**config.mk**
```make
export PLATFORM = sky130hd
export DESIGN_NAME = fetch_unit
export DESIGN_NICKNAME = d
export VERILOG_FILES = /design/src/rtl/fetch_unit_pkg.sv /design/src/rtl/fetch_unit_pc_reg.sv /design/src/rtl/fetch_unit.sv
export SDC_FILE = /design/constraint.sdc
export NUM_CORES = 1
export LEC_CHECK = 0
export ABC_AREA = 1
export CAP_MARGIN = 20
export CORE_MARGIN = 5
export CORE_UTILIZATION = 39
export CTS_CLUSTER_SIZE = 24
export DETAILED_ROUTE_END_ITERATION = 8
export HOLD_SLACK_MARGIN = 0.15
export PLACE_DENSITY_LB_ADDON = 0.08
export SETUP_SLACK_MARGIN = 0.02
export SYNTH_ARGS = -nofsm -noshare
export SYNTH_HDL_FRONTEND = slang
export SYNTH_SLANG_ARGS = --single-unit
```
**constraint.sdc**
```tcl
create_clock -name clk -period 3.72 [get_ports clk]
set_input_delay 0.372 -clock clk [delete_from_list [all_inputs] [get_ports clk]]
set_output_delay 0.372 -clock clk [all_outputs]
set_load 0.005 [all_outputs]
```
**src/rtl/fetch_unit_pkg.sv**
```systemverilog
// Shared definitions for the URCPU fetch stage: state encodings and the
// parameter defaults that decode and the memory model also build against.
package fetch_unit_pkg;

  localparam int unsigned ADDR_W_DEF   = 8;
  localparam int unsigned DATA_W_DEF   = 8;
  localparam int unsigned RESET_PC_DEF = 0;

  typedef enum logic [1:0] {
    FETCH_IDLE  = 2'd0,
    FETCH_FETCH = 2'd1,
    FETCH_DRAIN = 2'd2,
    FETCH_HOLD  = 2'd3
  } fetch_state_t;

endpackage

```
**src/rtl/fetch_unit_pc_reg.sv**
```systemverilog
// Program counter register: async reset to RESET_PC, load has priority over
// increment, increment wraps naturally modulo 2^ADDR_W.
module pc_reg #(
  parameter int unsigned       ADDR_W   = 8,
  parameter logic [ADDR_W-1:0] RESET_PC = '0
) (
  input  logic              clk,
  input  logic              rst_n,
  input  logic              load,
  input  logic              inc,
  input  logic [ADDR_W-1:0] load_pc,
  output logic [ADDR_W-1:0] pc
);

  always_ff @(posedge clk or negedge rst_n) begin
    if (!rst_n) begin
      pc <= RESET_PC;
    end else if (load) begin
      pc <= load_pc;
    end else if (inc) begin
      pc <= pc + ADDR_W'(1);
    end
  end

endmodule

```
**src/rtl/fetch_unit.sv**
```systemverilog
// URCPU instruction fetch: single-outstanding imem reads, one-entry output
// buffer toward decode, and redirects that never leak old-path instructions.
module fetch_unit
  import fetch_unit_pkg::*;
#(
  parameter int unsigned       ADDR_W   = ADDR_W_DEF,
  parameter int unsigned       DATA_W   = DATA_W_DEF,
  parameter logic [ADDR_W-1:0] RESET_PC = ADDR_W'(RESET_PC_DEF)
) (
  input  logic              clk,
  input  logic              rst_n,
  output logic              imem_req,
  output logic [ADDR_W-1:0] imem_addr,
  input  logic              imem_ack,
  input  logic [DATA_W-1:0] imem_rdata,
  input  logic              redirect_valid,
  input  logic [ADDR_W-1:0] redirect_pc,
  output logic              out_valid,
  output logic [DATA_W-1:0] out_instr,
  output logic [ADDR_W-1:0] out_pc,
  input  logic              out_ready,
  output logic [1:0]        dbg_state
);

  // Handshakes: imem transfers on an edge with imem_req & imem_ack, and
  // imem_req/imem_addr hold until then; decode transfers on an edge with
  // out_valid & out_ready, and out_* hold until then unless a redirect drops them.

  fetch_state_t      state;
  logic [ADDR_W-1:0] pc;
  logic [ADDR_W-1:0] pending_pc;
  logic [ADDR_W-1:0] load_pc;
  logic [ADDR_W-1:0] next_addr;
  logic              pc_load;
  logic              pc_inc;

  always_comb begin
    pc_load = 1'b0;
    pc_inc  = 1'b0;
    load_pc = redirect_pc;
    case (state)
      FETCH_IDLE:  pc_load = redirect_valid;
      FETCH_FETCH: begin
        if (imem_ack) begin
          pc_load = redirect_valid;
          pc_inc  = !redirect_valid;
        end
      end
      // A redirect arriving with the draining ack beats the pending target.
      FETCH_DRAIN: begin
        if (imem_ack) begin
          pc_load = 1'b1;
          if (!redirect_valid) load_pc = pending_pc;
        end
      end
      FETCH_HOLD:  pc_load = redirect_valid;
      default:     pc_load = 1'b0;
    endcase
  end

  // Address of the next request whenever the FSM (re)enters FETCH.
  assign next_addr = pc_load ? load_pc : pc;

  pc_reg #(
    .ADDR_W   (ADDR_W),
    .RESET_PC (RESET_PC)
  ) u_pc_reg (
    .clk     (clk),
    .rst_n   (rst_n),
    .load    (pc_load),
    .inc     (pc_inc),
    .load_pc (load_pc),
    .pc      (pc)
  );

  always_ff @(posedge clk or negedge rst_n) begin
    if (!rst_n) begin
      state      <= FETCH_IDLE;
      imem_req   <= 1'b0;
      imem_addr  <= RESET_PC;
      out_valid  <= 1'b0;
      out_instr  <= '0;
      out_pc     <= '0;
      pending_pc <= '0;
    end else begin
      case (state)
        FETCH_IDLE: begin
          state     <= FETCH_FETCH;
          imem_req  <= 1'b1;
          imem_addr <= next_addr;
        end
        FETCH_FETCH: begin
          if (imem_ack && redirect_valid) begin
            imem_addr <= next_addr;
          end else if (imem_ack) begin
            out_instr <= imem_rdata;
            out_pc    <= pc;
            out_valid <= 1'b1;
            imem_req  <= 1'b0;
            state     <= FETCH_HOLD;
          end else if (redirect_valid) begin
            pending_pc <= redirect_pc;
            state      <= FETCH_DRAIN;
          end
        end
        FETCH_DRAIN: begin
          if (imem_ack) begin
            imem_addr <= next_addr;
            state     <= FETCH_FETCH;
          end else if (redirect_valid) begin
            pending_pc <= redirect_pc;
          end
        end
        FETCH_HOLD: begin
          if (out_ready || redirect_valid) begin
            out_valid <= 1'b0;
            imem_req  <= 1'b1;
            imem_addr <= next_addr;
            state     <= FETCH_FETCH;
          end
        end
        default: state <= FETCH_IDLE;
      endcase
    end
  end

  assign dbg_state = state;

endmodule

```
==> run metrics, run 1 <==
Die W 87.4 um; CTS sink count 44; WL per Instance 11.8 um; fin crit period 2.12 ns; nets 368; clock slew at reported path FFs 0.08 ns; cell count after synthesis 292; routed vias/inst 4.56; drt drc 0; Power Dens Cells 830 nW/um^2; EDFF count, synth 0; RSZ-0062 raised after global routing false; TNS Setup 0 ns; area growth from synthesis to layout 28.5%; post_cts resized 0; VDD IR max 0.335 mV; Initial DRC Count 110; DP HPWL 3560 um; Pins Over Slew Limit 0; reg2reg end u_pc_reg.pc[2]; total gr overflow 0; Die Y 87.4 um; CTS Root Cell clkbuf_8; core area 5890 um^2; CP bufs+invs 2; port buffer count 48; Arr. time, crit path 2.30 ns; synth unique cells 30; worst setup path end out_instr[6]; Max FO, Critical Path 24; cells along the critical path clkdlybuf4s50_1 -> inv_1 -> nand3_2 -> mux2_1; leakage power total 0.00150 uW; FF+latch count, synth 44; commonest non-fill, non-tap cell in the layout nand2_1; final hold slack 0.487 ns; CTS tree done; cell area after synthesis 2340 um^2; Worst EP required 3.90 ns; detailed-route wire length 4910 um; # IOs 49; post-synth net total 318; Setup crit start redirect_valid; Slew HR 44.8%; flop2flop setup slack 1.92 ns; CTS max path bufs 2; initial antenna violation count 0; status completed; total die area 7640 um^2; met2 WL 2130 um; Reg2Reg Depth 11; Max stage delay cell, worst path clkdlybuf4s50_1; Pre-antenna DRT Iters 4; Hold Path Cell Cnt 2; Worst-Margin Slew 0.825 ns; GP Congestion 0.829; Final Hold Fails 0; post-synthesis sequential area ratio 47.1%; Startpoint Class primary input; first-pass GRT wire length 8430 um; maximum clock frequency 471 MHz; Top FF cell, synth dfrtp_1; Top Metal Used met4; Hold Path Class flop to flop; syn avg cell area 8.01 um^2; initial core utilization 39.7%; vias in the first global route 1,786; YS warnings 0; Vias 1,903; WP depth 4; FF-to-FF Start dbg_state[1]; Final Skew 0.00753 ns; pin count of the biggest net entering global routing 45; Top delay family on crit path buffers and inverters; Critical Path End Type flop; CTS Buf Count 5; Rows 28; CTS H-Tree Depth 2; Post-synth ARST share 100%; Tcrit/Tclk final 57.1%; commonest non-fill, non-tap cells in the layout nand2_1 (129), clkdlybuf4s50_1 (47), dfrtp_1 (44), inv_1 (25), o21ai_0 (17); Post-CTS Hold Fix Bufs 0; Detail Route met3 WL 211 um; met1 WL 2540 um; kind of critical path primary input to flop; Clk Latency, worst-skew pair 0.29 ns; ratio of cells with drive above 1 in the final layout 10.2%; post-CTS setup buffers 0; Setup Viol. Count Final 0; GRT Util Overall 14.0%; n_diodes 0; crit-path max cell delay 0.84 ns; number of max-cap violations 0; ANT nets after route 0
## area by class of cell
| cell class | instances | area, um^2 |
|---|---|---|
| fill | 586 | 2880 |
| sequential | 44 | 1100 |
| multi-input combinational | 210 | 1060 |
| timing repair buffer | 50 | 505 |
| inverter | 31 | 119 |
| tap | 75 | 93.8 |
| clock buffer | 5 | 68.8 |
| clock inverter | 2 | 60.1 |
## routing by layer
layer / up-vias / global-route usage [%]
li1: 1016 / -
met1: 854 / 19.4
met2: 31 / 21.6
met3: 2 / 3.50
met4: 0 / 3.77
met5: - / 0
## where the power goes
part	internal [uW]	switching (uW)
clock	264	162
sequential	707	139
combinational	571	649
total	1540	950
## how the worst min path moves through the flow
stage / start / to / slack [ns]
after floorplan: rst_n / dbg_state[0] / 0.08
after global placement: imem_addr[5] / imem_addr[5] / 0.46
after detailed placement: imem_addr[5] / imem_addr[5] / 0.47
after CTS: rst_n / out_instr[7] / 0.28
after global routing: imem_addr[5] / imem_addr[5] / 0.51
final: imem_addr[5] / imem_addr[5] / 0.49
## tightest hold or removal path, cell delays in order, from the launching register on
cell and delay, ns:
dfrtp_1 0.35, nand2_1 0.05, nand2_1 0.06
## kinds of logic (layout without fill, tap and decap cells)
| group | Yosys count | after routing | share of synthesized area, % |
|---|---|---|---|
| buf+inv | 38 | 88 | 7.76 |
| fa+ha+maj | 5 | 5 | 2.68 |
| mux | 10 | 10 | 4.82 |
| flops | 44 | 44 | 47.1 |
| compound gates | 34 | 34 | 8.35 |
| simple gates | 161 | 161 | 29.3 |
## synth_stat cells (all sizes together) (3+ instances only)
cell / number / area (um^2)
nor2: 11 / 67.6
nand4: 3 / 18.8
inv: 31 / 119
ha: 5 / 62.6
buf: 7 / 62.6
o21ai: 29 / 149
mux2: 10 / 113
dfrtp: 44 / 1100
nand3: 13 / 75.1
nand2: 132 / 513
## per-stage QoR
stage / worst slack [ns] / instances / power (uW) / cell area [um^2] / utilization (%)
finish: 1.60 / 417 / 2490 / 3000 / 51.0
global route: 1.44 / 417 / 2740 / 3000 / 51.0
floorplan: 2.20 / 292 / 1620 / 2340 / -
global placement: 1.32 / 408 / 2080 / 2850 / 48.3
CTS: 1.61 / 415 / 2530 / 2970 / 50.5
detailed placement: 1.30 / 408 / 2100 / 2850 / 48.3
No activity file was read; power rests on OpenSTA's default activity.
==> run 2, diff against run 1 <==
Clock period 3.72 ns to 1.8 ns, I/O delays scaled along.
==> run 2 against run 1 <==
Compared with the run above: critical path depth up 6; clock-buffer cell count stayed put; critical path type is now flop to flop; largest power group unchanged; wire length rose by 3.5%; largest cell class unchanged; clock power up 80%.
==> run metrics, run 2 (synthesis results as in run 1) <==
Initial DRC Count 129 (+17%); cells along the critical path buf_4 -> ha_4 -> inv_2 -> nand3_2 -> nand2_8 -> inv_4 -> nor2_8 -> inv_2 -> nand2_1 -> nand2_1; Die W 87.4 um (unchanged); Die Y 87.4 um (unchanged); WL per Instance 11.7 um (-0.34%); reg2reg end u_pc_reg.pc[4]; Sw Ratio 38.8% (+0.69 points); CP bufs+invs 4 (+2); Final Skew 0.00928 ns (+0.00175 ns); crit-path max cell delay 0.44 ns (-0.40 ns); total power 5350 uW (+110%); hold_sp imem_rdata[6]; status completed; Startpoint Class flop; routed vias/inst 4.71 (+3.1%); Max FO, Critical Path 11 (-54%); DP HPWL 3690 um (+3.8%); flop2flop setup slack 0.16 ns (-1.76 ns); commonest non-fill, non-tap cell in the layout nand2_1; Final Hold Fails 0 (unchanged); drt drc 0 (unchanged); Top delay family on crit path simple AND/OR/NAND/NOR gates; Slew HR 61.3% (+16 points); # IOs 49 (unchanged); n_diodes 0 (unchanged); initial antenna violation count 0 (unchanged); Net Switching 2080 uW (+120%); VDD IR max 0.647 mV (+93%); vias in the first global route 1,881 (+5.3%); CTS Buf Count 5 (unchanged); ratio of cells with drive above 1 in the final layout 15.1% (+4.8 points); area growth from synthesis to layout 33.5%; Flop pwr share 32.5% (-1.4 points); Arr. time, crit path 1.84 ns (-0.46 ns); kind of critical path flop to flop; Rows 28 (unchanged); maximum clock frequency 609 MHz; combinational group share of total power 53.2% (+4.2 points); Post-Place Setup Slack 0.0309 ns (-1.27 ns); initial core utilization 39.7% (unchanged); Clk Latency, worst-skew pair 0.30 ns (about the same); Max stage delay cell, worst path dfrtp_2; core area 5890 um^2 (unchanged); Hold Path Cell Cnt 2 (unchanged); pin count of the biggest net entering global routing 45 (unchanged); clock share of power 14.4% (-2.7 points); Critical Path End Type flop; CTS H-Tree Depth 2 (unchanged); total gr overflow 0 (unchanged); Reg2Reg Depth 10 (-1); port buffer count 48 (unchanged); Setup Viol. Count Final 0 (unchanged); commonest non-fill, non-tap cells in the layout nand2_1 (129), clkdlybuf4s50_1 (47), dfrtp_1 (43), inv_1 (24), o21ai_0 (17); Worst EP required 2.00 ns (-1.90 ns); total die area 7640 um^2 (unchanged); fin crit period 1.64 ns; ANT nets after route 0 (unchanged); RSZ-0062 raised after global routing false; first-pass GRT wire length 8780 um (+4.1%); P_int 3270 uW (+110%); CTS Root Cell clkbuf_8; GRT Util Overall 14.5% (+0.47 points); Tcrit/Tclk final 91.2%; detailed-route wire length 5090 um (+3.5%); nets 383 (+4.1%); GP Congestion 0.797 (-3.9%); Final WS setup 0.158 ns (-1.44 ns); Pre-antenna DRT Iters 4 (unchanged); CTS max path bufs 2 (unchanged); number of max-cap violations 0 (unchanged); CTS tree done; CTS sink count 44 (unchanged); Power Dens Cells 1710 nW/um^2 (+110%); leakage power total 0.00155 uW (+3.9%); Pins Over Slew Limit 0 (unchanged); Fillers 563 (-3.9%); WHS Endpoint out_instr[6]; Vias 2,038 (+7.1%); FF-to-FF Start dbg_state[0]; clock slew at reported path FFs 0.09 ns (about the same); Hold Path Class primary input to flop; TNS Setup 0 ns (unchanged); Worst-Margin Slew 0.581 ns (-0.244 ns)
run 2: changes by cell type in the layout (fill, tap and decap cells not counted), sizes merged:
cell | previous run | this run
buf | 2 | 17
clkinv | 0 | 1
clkinvlp | 0 | 1
bufinv | 2 | 1
run 2: worst reg2reg max path: cells and delay by family (launching register included):
family	cells	cell delay, ns
AND/OR/NAND/NOR	5	0.53
flip-flops	1	0.44
buffers and inverters	4	0.41
adder cells (fa/ha/maj)	1	0.17
run 2: worst max path at each step:
stage,cells after the start,endpoint,slack (ns),from
global placement,11,u_pc_reg.pc[7],0.04,dbg_state[1]
CTS,11,u_pc_reg.pc[4],0.05,dbg_state[1]
finish,10,u_pc_reg.pc[4],0.16,dbg_state[0]
floorplan,11,u_pc_reg.pc[1],0.28,dbg_state[1]
detailed placement,11,u_pc_reg.pc[4],0.03,dbg_state[1]
global route,10,u_pc_reg.pc[1],0.03,dbg_state[0]
run 2: power groups by stage:
stage          Combinational [uW]  Sequential [uW]  Clock (uW)
6_report                     2840             1740         770
5_1_grt                      3230             1810         831
4_1_cts                      2680             1750         790
3_5_place_dp                 2670             1760           0
3_3_place_gp                 2630             1760           0
2_1_floorplan                1600             1750           0
run 2: metrics by stage:
stage	hold WS [ns]	util, %	instance area [um^2]	std cells
finish	0.482	53.0	3120	433
detailed placement	0.309	49.7	2930	417
CTS	0.476	51.8	3050	426
global route	0.473	53.0	3120	433
global placement	0.301	49.7	2930	417
floorplan	-0.116	-	2340	292
run 2: routing by layer:
layer  global-route usage, %  routed length [um]  vias up
li1                        -                   -     1053
met1                    20.4                2500      928
met2                    22.2                2230       50
met3                    3.22                 294        7
met4                    4.18                  60        0
met5                       0                   0        -
run 2: cell type report:
type                            count  area [um^2]  area share (%)
Sequential cell                    44         1100            35.3
Multi-Input combinational cell    210         1080            34.5
Timing Repair Buffer               65          618            19.8
Inverter                           31          119            3.81
Tap cell                           75         93.8            3.01
Clock buffer                        5         68.8            2.20
Clock inverter                      3         42.5            1.36
run 2: what timing repair did:
item / in CTS / in global routing
endpoints found under the setup margin: 2 / 12
hold endpoints to repair: 44 / 0
setup buffers: 0 / 7
pin swaps: 0 / 1
gates resized for setup: 1 / 4
hold buffers: 1 / 0
